==> src/rtl/puck_pkg.sv <==
// Shared definitions for the UART transmit FIFO: drain FSM state encoding
// and the default FIFO depth.
package puck_pkg;

  localparam int unsigned DEPTH_LOG2_DEFAULT = 4;

  typedef enum logic [1:0] {
    IDLE = 2'd0,
    SEND = 2'd1,
    GAP  = 2'd2,
    WAIT = 2'd3
  } tx_state_t;

endpackage

==> src/rtl/txfifo_mem.sv <==
// Byte storage for the UART transmit FIFO: register array with one
// synchronous write port and one combinational read port. Not reset.
module txfifo_mem
  import puck_pkg::*;
#(
  parameter int unsigned ADDR_W = DEPTH_LOG2_DEFAULT
) (
  input  logic              clk,
  input  logic              i_we,
  input  logic [ADDR_W-1:0] i_waddr,
  input  logic [7:0]        i_wdata,
  input  logic [ADDR_W-1:0] i_raddr,
  output logic [7:0]        o_rdata
);

  logic [7:0] r_mem [2**ADDR_W];

  // Write port: store the pushed byte at the write pointer.
  always_ff @(posedge clk) begin
    if (i_we) r_mem[i_waddr] <= i_wdata;
  end

  assign o_rdata = r_mem[i_raddr];

endmodule

==> src/rtl/uart_txfifo.sv <==
// UART transmit FIFO: buffers bytes from the monitor/cpu mux and feeds them
// one at a time to the UART, waiting for the UART busy flag between bytes.
// Optional sticky overflow flag enabled by defining UART_TXFIFO_OVF_EN.
module uart_txfifo
  import puck_pkg::*;
#(
  parameter int unsigned DEPTH_LOG2 = DEPTH_LOG2_DEFAULT
) (
  input  logic                clk,
  input  logic                rst,
  input  logic                wr_en,
  input  logic [7:0]          wr_data,
  output logic                full,
  output logic                empty,
  output logic [DEPTH_LOG2:0] count,
  output logic [7:0]          tx_byte,
  output logic                transmit,
  input  logic                is_transmitting,
  output logic                overflow,
  input  logic                ovf_clr
);

  localparam logic [DEPTH_LOG2:0]   LP_CNT_FULL = {1'b1, {DEPTH_LOG2{1'b0}}};
  localparam logic [DEPTH_LOG2:0]   LP_CNT_ONE  = {{DEPTH_LOG2{1'b0}}, 1'b1};
  localparam logic [DEPTH_LOG2-1:0] LP_PTR_ONE  = {{(DEPTH_LOG2-1){1'b0}}, 1'b1};

  logic [DEPTH_LOG2-1:0] r_wptr;
  logic [DEPTH_LOG2-1:0] r_rptr;
  logic [DEPTH_LOG2:0]   r_count;
  tx_state_t             r_state;
  logic [7:0]            r_tx_byte;
  logic                  r_transmit;

  logic                  w_push;
  logic                  w_pop;
  tx_state_t             w_state_nxt;
  logic [7:0]            w_rd_data;

  assign full     = (r_count == LP_CNT_FULL);
  assign empty    = (r_count == '0);
  assign count    = r_count;
  assign tx_byte  = r_tx_byte;
  assign transmit = r_transmit;

  // A push while full is dropped even if a pop happens in the same cycle.
  assign w_push = wr_en && !full;

  txfifo_mem #(
    .ADDR_W (DEPTH_LOG2)
  ) u_mem (
    .clk     (clk),
    .i_we    (w_push),
    .i_waddr (r_wptr),
    .i_wdata (wr_data),
    .i_raddr (r_rptr),
    .o_rdata (w_rd_data)
  );

  // Pointer and occupancy bookkeeping; pointers wrap naturally at depth.
  always_ff @(posedge clk or posedge rst) begin
    if (rst) begin
      r_wptr  <= '0;
      r_rptr  <= '0;
      r_count <= '0;
    end else begin
      if (w_push) r_wptr <= r_wptr + LP_PTR_ONE;
      if (w_pop)  r_rptr <= r_rptr + LP_PTR_ONE;
      case ({w_push, w_pop})
        2'b10:   r_count <= r_count + LP_CNT_ONE;
        2'b01:   r_count <= r_count - LP_CNT_ONE;
        default: r_count <= r_count;
      endcase
    end
  end

  // Drain FSM next-state: pop in IDLE, one-cycle SEND and GAP, then WAIT
  // until the UART reports idle.
  always_comb begin
    w_state_nxt = r_state;
    w_pop       = 1'b0;
    case (r_state)
      IDLE: begin
        if (!empty && !is_transmitting) begin
          w_pop       = 1'b1;
          w_state_nxt = SEND;
        end
      end
      SEND:    w_state_nxt = GAP;
      GAP:     w_state_nxt = WAIT;
      WAIT:    if (!is_transmitting) w_state_nxt = IDLE;
      default: w_state_nxt = IDLE;
    endcase
  end

  // Drain FSM registers: the popped byte is latched together with the
  // transmit strobe so both become visible on entry to SEND.
  always_ff @(posedge clk or posedge rst) begin
    if (rst) begin
      r_state    <= IDLE;
      r_tx_byte  <= '0;
      r_transmit <= 1'b0;
    end else begin
      r_state    <= w_state_nxt;
      r_transmit <= (w_state_nxt == SEND);
      if (w_pop) r_tx_byte <= w_rd_data;
    end
  end

`ifdef UART_TXFIFO_OVF_EN
  logic w_drop;
  logic r_overflow;

  assign w_drop = wr_en && full;

  // Sticky overflow: a drop wins over a same-cycle clear.
  always_ff @(posedge clk or posedge rst) begin
    if (rst) begin
      r_overflow <= 1'b0;
    end else if (w_drop) begin
      r_overflow <= 1'b1;
    end else if (ovf_clr) begin
      r_overflow <= 1'b0;
    end
  end

  assign overflow = r_overflow;
`else
  logic w_unused_ovf_clr;

  assign w_unused_ovf_clr = ovf_clr;
  assign overflow         = 1'b0;
`endif

endmodule

==> config.mk <==
export PLATFORM = sky130hd
export DESIGN_NAME = uart_txfifo
export DESIGN_NICKNAME = d
export VERILOG_FILES = /design/src/rtl/puck_pkg.sv /design/src/rtl/txfifo_mem.sv /design/src/rtl/uart_txfifo.sv
export SDC_FILE = /design/constraint.sdc
export NUM_CORES = 1
export LEC_CHECK = 0
export CAP_MARGIN = 10
export CORE_MARGIN = 1.5
export CORE_UTILIZATION = 59
export DETAILED_ROUTE_END_ITERATION = 10
export HOLD_SLACK_MARGIN = 0.08
export PLACE_DENSITY = 0.81
export SYNTH_ARGS = -nofsm -noshare
export SYNTH_HDL_FRONTEND = slang
export SYNTH_SLANG_ARGS = --single-unit
export TNS_END_PERCENT = 10
==> constraint.sdc <==
create_clock -name clk -period 3.25 [get_ports clk]
set_input_delay 0.65 -clock clk [delete_from_list [all_inputs] [get_ports clk]]
set_output_delay 0.65 -clock clk [all_outputs]
set_load 0.02 [all_outputs]
==> results.txt <==
----------------------------------------------------
[STA]
  Ratio of final minimum period to clock period ... 92.8%
  Number of endpoints failing setup at the final stage ... 0
  TNS Setup ... 0 ns
  Final Hold Viols ... 0
  Hold Slack ... 0.493 ns
  Worst clock skew on the final layout ... 0.00938 ns
  Slew at the pin closest to its max-slew limit ... 0.831 ns
  Max Clk Rate ... 331 MHz
  Post-route minimum period ... 3.02 ns
  Slew Limit Fails ... 0
  Setup repair after global routing missed its margin ... false
  Worst slew margin relative to its limit ... 44.6%
  Worst Slack Setup Final ... 0.233 ns

[GRT]
  Global Route Usage Sum ... 23.2%
  Largest net degree at the start of global routing ... 34
  Global-route wire length before repair ... 18,200 microns
  Via count of the first global-routing pass ... approximately 3,300
  GRT Residual Overflow ... 0
  Number of antenna violations at the first check in global routing ... 0

[Clock tree]
  Quantity of gates resized following cts ... 0
  CTS H-tree depth ... 4
  Number of buffers inserted by hold repair at cts ... 0
  Post-CTS setup repair buffer count ... 0
  Buffer depth of the longest clock path ... 2
  Total number of clock tree sinks ... 152
  Clock transition at path regs ... roughly 0.060 ns
  Root cell of the clock tree ... sky130_fd_sc_hd__clkbuf_8
  Inserted Clock Buffers ... 17
  Clock tree from TritonCTS ... done
  Worst skew pair latency ... 0.51 ns

[Synth]
  Post-Synthesis Cells ... roughly 320
  Biggest area contributors in the synthesized netlist ... sky130_fd_sc_hd__edfxtp_1 63%, sky130_fd_sc_hd__dfrtp_1 9.8%, sky130_fd_sc_hd__mux4_2 7.0%, sky130_fd_sc_hd__mux4_1 5.6%, sky130_fd_sc_hd__mux2_2 1.8%
  Main combinational cell family by area after synthesis ... multiplexers
  Flip-flop cell with the highest count after synthesis ... sky130_fd_sc_hd__edfxtp_1
  Fraction of the yosys area taken by sequential cells ... 72.3%
  Post-synthesis cell area ... 0.00615 sq mm
  Async set-reset flop share out of synthesis ... 15.8%
  Xor/xnor cell area share of the yosys netlist ... between 1.5 and 2%
  List of most frequent post-synthesis cells ... 128 x sky130_fd_sc_hd__edfxtp_1, 24 x sky130_fd_sc_hd__dfrtp_1, 19 x sky130_fd_sc_hd__mux4_2
  Post-Synthesis Net Count ... 343
  Post-synthesis compound-gate area fraction ... between 4 and 5%
  Simple-gate share of the synthesized area ... 3.50%
  Area share of fa/ha/maj cells after synthesis ... around 1.6%
  Number of enable flip-flop cells after synthesis ... 128
  Top cell type's share of synthesized area ... 62.5%
  Leading area contributor after synthesis ... sky130_fd_sc_hd__edfxtp_1
  Number of different library cells in the post-synthesis netlist ... 35
  Multiplexer share of the synthesized area ... about 14%
  Per-instance average area after synthesis ... 19.1 sq um
  Synth Register Bits ... 152
  Total number of yosys warnings ... 0
  Most repeated cell in the gate-level netlist after synthesis ... sky130_fd_sc_hd__edfxtp_1

[Setup path]
  Buffer and inverter count on the worst path ... 1
  Data required time of the worst path ... 2.60 ns
  CP cell instances ... or4_4 -> nor2_1 -> clkdlybuf4s50_1
  Critical path peak fanout ... 9
  Gate family responsible for the most delay along the worst path ... simple AND/OR/NAND/NOR gates
  Crit path launch type ... register
  Crit Reg-Reg Startpoint ... count[1]
  Largest incremental delay on the critical path ... between 0.6 and 0.7 ns
  Critical path class ... reg2out
  Minimum setup slack among reg-to-reg paths ... 0.69 ns
  R2r endpoint ... count[4]
  Kind of capture point of the worst setup path ... output pin
  FF-to-FF path depth ... 10
  Cell with the largest stage delay on the worst path ... sky130_fd_sc_hd__clkdlybuf4s50_1
  Crit path DAT ... 2.37 ns

[Finish]
  Layout Nets ... ~390
  FF+latch area ... 0.00445 sq mm
  Total area of multi-input combinational cells ... between 0.0015 and 0.002 sq mm
  Count of fill cells added during filler insertion ... between 600 and 700
  Growth of design area from synthesis to finish ... 17.1%
  Final Util ... 70.3%
  Fraction of final layout cells sized beyond drive strength 1 ... 23.4%
  Count of inserted antenna diode cells ... 0

[Route]
  Total length of routed wires ... 11,700 microns
  Length of routed met3 wiring ... 800 microns
  Residual antenna-violating net count after detailed routing ... 0
  Highest metal layer used by the detailed router ... met4
  Detail Route met2 WL ... roughly 6100 microns
  Average vias per placed instance ... 6.08
  First-pass iteration count of the detailed router ... 5
  DR iter-0 viols ... 353
  WL/cell ... around 22 microns
  Drt drc ... 0
  Routed via count ... 3,167
  Met1 wire length ... ~4600 microns

[Die]
  Number of ports placed on the die boundary ... 30
  Die ar. ... approximately 0.011 sq mm
  Initial core utilization ... 60.1%
  Die outline height ... 105 microns
  Core outline area ... 0.0102 sq mm
  Floorplan die width ... 105 microns
  FP Rows ... 37

[Power]
  Seq pwr share ... 45.0%
  Clock share of power ... 29.1%
  Leak ... 2.47 nW
  Largest vdd supply drop ... 0.405 mV
  Switching share of power ... 30.4%
  Logic pwr share ... 25.9%
  Total power per unit cell area ... between 800 and 900 mW/mm^2
  Post-layout total power ... 6.10 mW
  P_int ... 4.24 mW
  NetSw ... 1.86 mW

[Status]
  Outcome ... finished, final reports clean

[Run]
  Max capacitance violation total ... 0

[Placed design]
  Port Buffer Count ... 27
  Final HPWL DP ... 7140 microns
  Final GP Congestion ... ~0.78
  Worst slack, placed ... ~0.28 ns

[Worst hold path]
  Type of the most critical hold path ... in2async

----------------------------------------------------
## sequential cells by signal (all words and copies together) (netlist names)
register and count:
u_mem.r_mem 128, tx_byte 8, count 5, r_rptr 4, r_wptr 4, r_state 2
transmit 1
## area by class of cell
cell class	instances	share of cell area, %
Inverter	6	0.313
Clock buffer	19	5.86
Sequential cell	152	61.8
Clock inverter	13	1.69
Multi-Input combinational cell	145	21.9
Tap cell	136	2.36
Timing Repair Buffer	50	6.15
## power by group through the flow
stage | clock network [mW] | logic, mW | registers (mW)
after detailed placement | 0 | 1.55 | 2.78
after global routing | 1.88 | 1.69 | 2.79
after CTS | 1.80 | 1.59 | 2.75
after global placement | 0 | 1.50 | 2.75
after floorplan | 0 | 1.12 | 2.68
final | 1.77 | 1.58 | 2.75
## kinds of logic after synthesis
group / after synthesis
other: 1
AND/OR/NAND/NOR: 42
multiplexers: 42
adder cells (fa/ha/maj): 8
flip-flops: 152
AO/OA/AOI/OAI: 39
buffers and inverters: 25
XOR/XNOR: 13
## metal layers
metal | track usage (%) | up-vias
li1 | - | 1387
met1 | 29.8 | 1629
met2 | 39.5 | 138
met3 | 5.99 | 13
met4 | 6.46 | 0
met5 | 0 | -
## stage by stage
step,area (sq um),std cells
after global routing,7200,521
after floorplan,6150,322
after detailed placement,6650,489
final,7200,521
after CTS,7200,521
after global placement,6650,489
## placed cells by master (no fill, tap or decap), drive strengths merged, types with 2 or more instances in the layout
cell type and count:
clkdlybuf4s50 27, mux4 32, a21boi 3, nor2 17
inv 9, nor2b 2, nand4 2, xor2 6
clkinv 4, clkinvlp 5, edfxtp 128, clkbuf 19
nor3 5, dfrtp 24, o21ai 3, a21oi 13
buf 23, xnor2 7, and3b 2, nand2 7
mux2 10, nand2b 3, o22ai 16, ha 8
## worst max path at each step
| stage | startpoint | slack, ns | end | cells after the start |
|---|---|---|---|---|
| 2_1_floorplan | is_transmitting | 0.50 | count[4] | 11 |
| 3_3_place_gp | is_transmitting | 0.37 | count[4] | 11 |
| 3_5_place_dp | is_transmitting | 0.28 | count[4] | 11 |
| 4_1_cts | count[1] | 0.21 | empty | 3 |
| 5_1_grt | count[1] | 0.15 | empty | 3 |
| 6_report | count[1] | 0.23 | empty | 3 |
Note: power is estimated with default switching activity, not from simulation.
